### config.mk
export PLATFORM = sky130hd
export DESIGN_NAME = t05_find_least_pair
export DESIGN_NICKNAME = d
export VERILOG_FILES = /design/src/rtl/t05_huff_pkg.sv /design/src/rtl/t05_min2_tracker.sv /design/src/rtl/t05_find_least_pair.sv
export SDC_FILE = /design/constraint.sdc
export NUM_CORES = 1
export LEC_CHECK = 0
export BUFFER_PORTS_ARGS = -buffer_cell sky130_fd_sc_hd__buf_4
export CAP_MARGIN = 30
export CORE_ASPECT_RATIO = 0.75
export CORE_MARGIN = 2
export CORE_UTILIZATION = 60
export CTS_CLUSTER_SIZE = 8
export DETAILED_ROUTE_END_ITERATION = 10
export GPL_TIMING_DRIVEN = 0
export PLACE_DENSITY = 0.81
export SLEW_MARGIN = 20
export SYNTH_ARGS = -nofsm -noshare
export SYNTH_HDL_FRONTEND = slang
export SYNTH_SLANG_ARGS = --single-unit
export TNS_END_PERCENT = 1
### constraint.sdc
create_clock -name clk_i -period 6.1 [get_ports clk_i]
set_input_delay 0.61 -clock clk_i [delete_from_list [all_inputs] [get_ports clk_i]]
set_output_delay 0.61 -clock clk_i [all_outputs]
set_load 0.05 [all_outputs]
### src/rtl/t05_huff_pkg.sv
// Shared definitions for the Huffman least-pair finder: default sizes,
// the scan state encoding and the flat-index type at default sizes.
package t05_huff_pkg;

    localparam int NUM_LEAF_DEF = 256;
    localparam int NUM_NODE_DEF = 128;
    localparam int CNT_W_DEF    = 64;
    localparam int IDX_W_DEF    = $clog2(NUM_LEAF_DEF + NUM_NODE_DEF);

    typedef logic [IDX_W_DEF-1:0] flat_idx_t;

    typedef enum logic [1:0] {
        IDLE   = 2'd0,
        SCAN   = 2'd1,
        FINISH = 2'd2
    } state_e;

endpackage

### src/rtl/t05_min2_tracker.sv
// Keeps the two smallest nonzero values seen since the last clear, with their indices.
// Valid flags replace an all-ones sentinel so the maximum count is a usable value.
module t05_min2_tracker #(
    parameter int CNT_W = 64,
    parameter int IDX_W = 9
) (
    input  logic             clk_i,
    input  logic             rst_i,
    input  logic             clr_i,
    input  logic             upd_i,
    input  logic [CNT_W-1:0] v_i,
    input  logic [IDX_W-1:0] i_i,
    output logic             valid1_o,
    output logic             valid2_o,
    output logic [CNT_W-1:0] val1_o,
    output logic [CNT_W-1:0] val2_o,
    output logic [IDX_W-1:0] idx1_o,
    output logic [IDX_W-1:0] idx2_o
);

    logic             valid1_q, valid1_d;
    logic             valid2_q, valid2_d;
    logic [CNT_W-1:0] val1_q, val1_d;
    logic [CNT_W-1:0] val2_q, val2_d;
    logic [IDX_W-1:0] idx1_q, idx1_d;
    logic [IDX_W-1:0] idx2_q, idx2_d;

    always_ff @(posedge clk_i) begin
        if (rst_i) begin
            valid1_q <= 1'b0;
            valid2_q <= 1'b0;
            val1_q   <= '0;
            val2_q   <= '0;
            idx1_q   <= '0;
            idx2_q   <= '0;
        end else begin
            valid1_q <= valid1_d;
            valid2_q <= valid2_d;
            val1_q   <= val1_d;
            val2_q   <= val2_d;
            idx1_q   <= idx1_d;
            idx2_q   <= idx2_d;
        end
    end

    // Strict less-than keeps the earlier (lower) index on ties.
    always_comb begin
        valid1_d = valid1_q;
        valid2_d = valid2_q;
        val1_d   = val1_q;
        val2_d   = val2_q;
        idx1_d   = idx1_q;
        idx2_d   = idx2_q;
        if (clr_i) begin
            valid1_d = 1'b0;
            valid2_d = 1'b0;
            val1_d   = '0;
            val2_d   = '0;
            idx1_d   = '0;
            idx2_d   = '0;
        end else if (upd_i && (v_i != '0)) begin
            if (!valid1_q || (v_i < val1_q)) begin
                valid2_d = valid1_q;
                val2_d   = val1_q;
                idx2_d   = idx1_q;
                valid1_d = 1'b1;
                val1_d   = v_i;
                idx1_d   = i_i;
            end else if (!valid2_q || (v_i < val2_q)) begin
                valid2_d = 1'b1;
                val2_d   = v_i;
                idx2_d   = i_i;
            end
        end
    end

    assign valid1_o = valid1_q;
    assign valid2_o = valid2_q;
    assign val1_o   = val1_q;
    assign val2_o   = val2_q;
    assign idx1_o   = idx1_q;
    assign idx2_o   = idx2_q;

endmodule

### src/rtl/t05_find_least_pair.sv
// Scans leaf entries plus the active internal nodes through a req/ack port and
// reports the two smallest nonzero counts, their flat indices and their sum.
module t05_find_least_pair
    import t05_huff_pkg::*;
#(
    parameter int NUM_LEAF = NUM_LEAF_DEF,
    parameter int NUM_NODE = NUM_NODE_DEF,
    parameter int CNT_W    = CNT_W_DEF,
    localparam int IDX_W   = $clog2(NUM_LEAF + NUM_NODE),
    localparam int NC_W    = $clog2(NUM_NODE + 1)
) (
    input  logic             clk_i,
    input  logic             rst_i,
    input  logic             start_i,
    input  logic [NC_W-1:0]  node_cnt_i,
    output logic             rd_req_o,
    output logic [IDX_W-1:0] rd_addr_o,
    input  logic             rd_ack_i,
    input  logic [CNT_W-1:0] rd_data_i,
    output logic             busy_o,
    output logic             done_o,
    output logic [1:0]       found_o,
    output logic [IDX_W-1:0] least1_o,
    output logic [IDX_W-1:0] least2_o,
    output logic             least1_node_o,
    output logic             least2_node_o,
    output logic [CNT_W:0]   sum_o
);

    // One extra bit so a limit equal to the full address space still fits.
    localparam int LIM_W = IDX_W + 1;

    state_e           state_q, state_d;
    logic [IDX_W-1:0] addr_q, addr_d;
    logic [LIM_W-1:0] lim_q, lim_d;
    logic             done_q, done_d;
    logic [1:0]       found_q, found_d;
    logic [IDX_W-1:0] least1_q, least1_d;
    logic [IDX_W-1:0] least2_q, least2_d;
    logic             least1_node_q, least1_node_d;
    logic             least2_node_q, least2_node_d;
    logic [CNT_W:0]   sum_q, sum_d;

    logic             tr_clr;
    logic             tr_upd;
    logic             tr_valid1, tr_valid2;
    logic [CNT_W-1:0] tr_val1, tr_val2;
    logic [IDX_W-1:0] tr_idx1, tr_idx2;

    logic [LIM_W-1:0] node_clamp;
    logic             last_entry;

    assign node_clamp = (32'(node_cnt_i) > 32'(NUM_NODE)) ? LIM_W'(NUM_NODE)
                                                          : LIM_W'(node_cnt_i);
    assign last_entry = ({1'b0, addr_q} == (lim_q - LIM_W'(1)));
    assign tr_upd     = (state_q == SCAN) && rd_ack_i;

    t05_min2_tracker #(
        .CNT_W (CNT_W),
        .IDX_W (IDX_W)
    ) u_tracker (
        .clk_i    (clk_i),
        .rst_i    (rst_i),
        .clr_i    (tr_clr),
        .upd_i    (tr_upd),
        .v_i      (rd_data_i),
        .i_i      (addr_q),
        .valid1_o (tr_valid1),
        .valid2_o (tr_valid2),
        .val1_o   (tr_val1),
        .val2_o   (tr_val2),
        .idx1_o   (tr_idx1),
        .idx2_o   (tr_idx2)
    );

    always_ff @(posedge clk_i) begin
        if (rst_i) begin
            state_q       <= IDLE;
            addr_q        <= '0;
            lim_q         <= '0;
            done_q        <= 1'b0;
            found_q       <= 2'd0;
            least1_q      <= '0;
            least2_q      <= '0;
            least1_node_q <= 1'b0;
            least2_node_q <= 1'b0;
            sum_q         <= '0;
        end else begin
            state_q       <= state_d;
            addr_q        <= addr_d;
            lim_q         <= lim_d;
            done_q        <= done_d;
            found_q       <= found_d;
            least1_q      <= least1_d;
            least2_q      <= least2_d;
            least1_node_q <= least1_node_d;
            least2_node_q <= least2_node_d;
            sum_q         <= sum_d;
        end
    end

    // Results are captured in FINISH, after the last ack has settled the tracker.
    always_comb begin
        state_d       = state_q;
        addr_d        = addr_q;
        lim_d         = lim_q;
        done_d        = 1'b0;
        found_d       = found_q;
        least1_d      = least1_q;
        least2_d      = least2_q;
        least1_node_d = least1_node_q;
        least2_node_d = least2_node_q;
        sum_d         = sum_q;
        tr_clr        = 1'b0;
        case (state_q)
            IDLE: begin
                if (start_i) begin
                    lim_d   = LIM_W'(NUM_LEAF) + node_clamp;
                    addr_d  = '0;
                    tr_clr  = 1'b1;
                    state_d = SCAN;
                end
            end
            SCAN: begin
                if (rd_ack_i) begin
                    addr_d = addr_q + IDX_W'(1);
                    if (last_entry) begin
                        state_d = FINISH;
                    end
                end
            end
            FINISH: begin
                done_d        = 1'b1;
                found_d       = tr_valid2 ? 2'd2 : (tr_valid1 ? 2'd1 : 2'd0);
                least1_d      = tr_valid1 ? tr_idx1 : '0;
                least2_d      = tr_valid2 ? tr_idx2 : '0;
                least1_node_d = tr_valid1 && (32'(tr_idx1) >= 32'(NUM_LEAF));
                least2_node_d = tr_valid2 && (32'(tr_idx2) >= 32'(NUM_LEAF));
                if (tr_valid2) begin
                    sum_d = {1'b0, tr_val1} + {1'b0, tr_val2};
                end else if (tr_valid1) begin
                    sum_d = {1'b0, tr_val1};
                end else begin
                    sum_d = '0;
                end
                state_d = IDLE;
            end
            default: begin
                state_d = IDLE;
            end
        endcase
    end

    assign rd_req_o      = (state_q == SCAN);
    assign rd_addr_o     = addr_q;
    assign busy_o        = (state_q != IDLE);
    assign done_o        = done_q;
    assign found_o       = found_q;
    assign least1_o      = least1_q;
    assign least2_o      = least2_q;
    assign least1_node_o = least1_node_q;
    assign least2_node_o = least2_node_q;
    assign sum_o         = sum_q;

endmodule

==> flow_metrics.tcl <==
set metrics [dict create \
    final_cell_count_no_fill 2627 \
    io_pins 175 \
    slew_headroom_pct 31.2 \
    dieArea_mm2 0.0299 \
    cts_max_level 2 \
    worst_pin_slew_ns 1.03 \
    cpPeakStageDelay_ns 0.68 \
    area_delta_synth_final_pct 16.1 \
    drtAntennaViolNets 0 \
    fin_setup_tns_ns 0 \
    syn_area_per_cell_um2 8.45 \
    crit_family "compound AO/OA/AOI/OAI gates" \
    fp.dieW_um 199 \
    status "finished, final reports clean" \
    dr.pass1.iters 7 \
    grt_overflow_total 0 \
    p_leak_nw 8.64 \
    path_buf_inv 0 \
    hpwl_um 44900 \
    crit_top_cell "o21ai_1" \
    ys_types 79 \
    hold_viol 0 \
    clk_pin_slew_ns 0.05 \
    antenna_found_initial 1 \
    grt_pass1_vias 15900 \
    cts-root-buf "clkbuf_16" \
    nNetsFinal 2508 \
    slew_violations 0 \
    initial_utilization_pct 61.0 \
    syn_area_mm2 0.0171 \
    worst_path_max_delay_cell "a311oi_2" \
    layout_setup_ws_ns 1.81 \
    synthArstFlopShare_pct 0 \
    drcViolationCount 0 \
    path_cells "ha_1 -> fa_1 -> a211oi_2 -> o21ai_1 -> a221oi_2 -> o21a_2 -> o221ai_2 -> a311oi_2 -> o21ai_1 -> o41ai_2 -> o211ai_1 -> nor3b_1" \
    highest_layer "met4" \
    cp_max_fo 5 \
    post_drt_wl_per_cell_um 22.4 \
    ys.flop_type "dfxtp_1" \
    cts_hold_buf 0 \
    die_y_um 150 \
    grt_max_degree 11 \
    drive_gt1_share_pct 14.6 \
    max_clock_freq_ghz 0.233 \
    synth-seq-cells 254 \
    worstSetupPathType "reg2reg" \
    max_cap_violations 0 \
    final_common_cell "dfxtp_1" \
    netlist_instances 2026 \
    grt_pass1_wl_um 89600 \
    dp_cells 2585 \
    drt-initial-drc-count 1765 \
    required_ns 6.50 \
    antennaDiodeCount 0 \
    design_area_mm2 0.0199 \
    cts.sinks 254 \
    rsz0062_at_grt "false" \
    ys_warn_count 0 \
    cp.arrival_ns 4.68 \
    cts_resized 0 \
    grt_use_total_pct 38.9 \
    cts-buffers-inserted 37 \
    cts_setup_buffers 0 \
    syn-num-nets 2295 \
    max-clock-path-buffers 3 \
    portBuffers 173 \
    num_rows 53 \
    wl_met1_um 25700 \
    synth_edf_count 0 \
    place_ws_ns 1.88 \
    viasPerCell 6.54 \
    start_kind "register" \
    setup_viol 0 \
    hp-class "in2reg" \
    core_area_mm2 0.0281 \
    wl_met2_um 24100 \
    vias 17200 \
    powerDensity_mw_per_mm2 210 \
    total_power_mw 4.18 \
    worstSetupEndpointType "register" \
    wirelength_um 58900 \
    insertion_delay_ns 0.54 \
    skew_ns 0.0233 \
    met3_length_um 6980 \
    synth.yosys.seq_area_share_pct 29.7 \
    min_period_ns 4.29 \
    final_cell_mix "dfxtp_1, nor2_1, ha_1" \
    ir_worst_vdd_mv 0.167 \
    cts_tree "done" \
    period_share_pct 70.3 \
    routabilityCongestion 1.02 \
    dpl_cell_area_mm2 0.0189 \
]
## routing by layer
metal / global-route usage, % / vias up
li1: - / 7858
met1: 56.9 / 8140
met2: 56.0 / 1030
met3: 8.06 / 149
met4: 13.9 / 0
met5: 0 / -
## area by class of cell
type                            count  area (µm²)
Clock inverter                      3        41.3
Fill cell                        2274        8180
Buffer                            127         499
Clock buffer                       39         933
Tap cell                          385         482
Timing Repair Buffer              174        1300
Multi-Input combinational cell   1496       11000
Inverter                          149         559
Sequential cell                   254        5080
## Yosys cell counts (3+ instances only)
cell / n / area share, %
a2111oi_0: 3 / 0.15
a211oi_1: 24 / 1.1
a21boi_0: 7 / 0.31
a21o_1: 97 / 4.3
a21oi_1: 131 / 3.8
a21oi_2: 5 / 0.26
a221oi_1: 47 / 2.4
a221oi_2: 3 / 0.26
a22o_1: 4 / 0.20
a311oi_1: 3 / 0.15
a31oi_1: 6 / 0.22
a41oi_1: 3 / 0.15
and2_1: 3 / 0.11
and3_1: 5 / 0.18
and4_1: 5 / 0.26
buf_1: 8 / 0.18
buf_2: 6 / 0.18
clkbuf_1: 110 / 2.4
dfxtp_1: 254 / 30
ha_1: 192 / 14
inv_1: 149 / 3.3
mux2i_1: 78 / 4.6
nand2_1: 95 / 2.1
nand2b_1: 11 / 0.40
nand3_1: 48 / 1.4
nand3b_1: 4 / 0.18
nand4_1: 49 / 1.8
nor2_1: 214 / 4.7
nor2b_1: 6 / 0.22
nor3_1: 64 / 1.9
nor3b_1: 3 / 0.13
nor4_1: 22 / 0.80
o211ai_1: 8 / 0.35
o21a_1: 79 / 3.5
o21ai_0: 56 / 1.6
o21ai_1: 6 / 0.18
o21bai_1: 10 / 0.44
o221a_2: 73 / 4.8
o31a_1: 3 / 0.15
o31ai_1: 5 / 0.22
or2_2: 3 / 0.11
or3_1: 6 / 0.22
xnor2_1: 35 / 1.8
xor2_1: 35 / 1.8
## state kept, by name (all words and copies together) (netlist names)
signal and flops:
u_tracker.valid2_o 1, sum_o 65, u_tracker.idx2_o 9, rd_addr_o 9
least2_o 9, done_o 1, u_tracker.idx1_o 9, least1_o 9
found_o 2, u_tracker.val2_o 64, state_q 2, u_tracker.val1_o 64
u_tracker.valid1_o 1, lim_q 9
## cell families after synthesis
logic type,count (synthesis),synth area share [%]
AO/OA/AOI/OAI,610,26.9
AND/OR/NAND/NOR,543,14.7
buffers and inverters,276,6.19
flip-flops,254,29.7
adder cells (fa/ha/maj),193,14.2
multiplexers,80,4.69
XOR/XNOR,70,3.58
## stage by stage
stage | utilization, % | hold WS, ns
3_3_place_gp | 67.3 | 0.445
3_5_place_dp | 67.4 | 0.450
6_report | 70.8 | 0.276
2_1_floorplan | - | 0.461
4_1_cts | 70.8 | 0.273
5_1_grt | 70.8 | 0.283
## worst paths after layout
kind / startpoint / to / slack, ns / depth (start not counted)
max: u_tracker.val1_o[0] / sum_o[64] / 1.81 / 12
min: node_cnt_i[2] / lim_q[2] / 0.28 / 3
max reg2reg: u_tracker.val1_o[0] / sum_o[64] / 1.81 / 12
min reg2reg: least2_o[6] / least2_o[6] / 0.46 / 2
## report_power, final
group	total [mW]	leakage (nW)	internal, mW	switching, mW
Combinational	0.598	6.11	0.240	0.358
Sequential	1.74	2.05	1.70	0.0435
Clock	1.84	0.477	1.08	0.766
Total	4.18	8.64	3.01	1.17
## tightest hold or removal path: stages
cell and delay (ns):
buf_4 0.08, nand2_1 0.03, o21ai_0 0.05
Power figures use the tool's default switching activity.
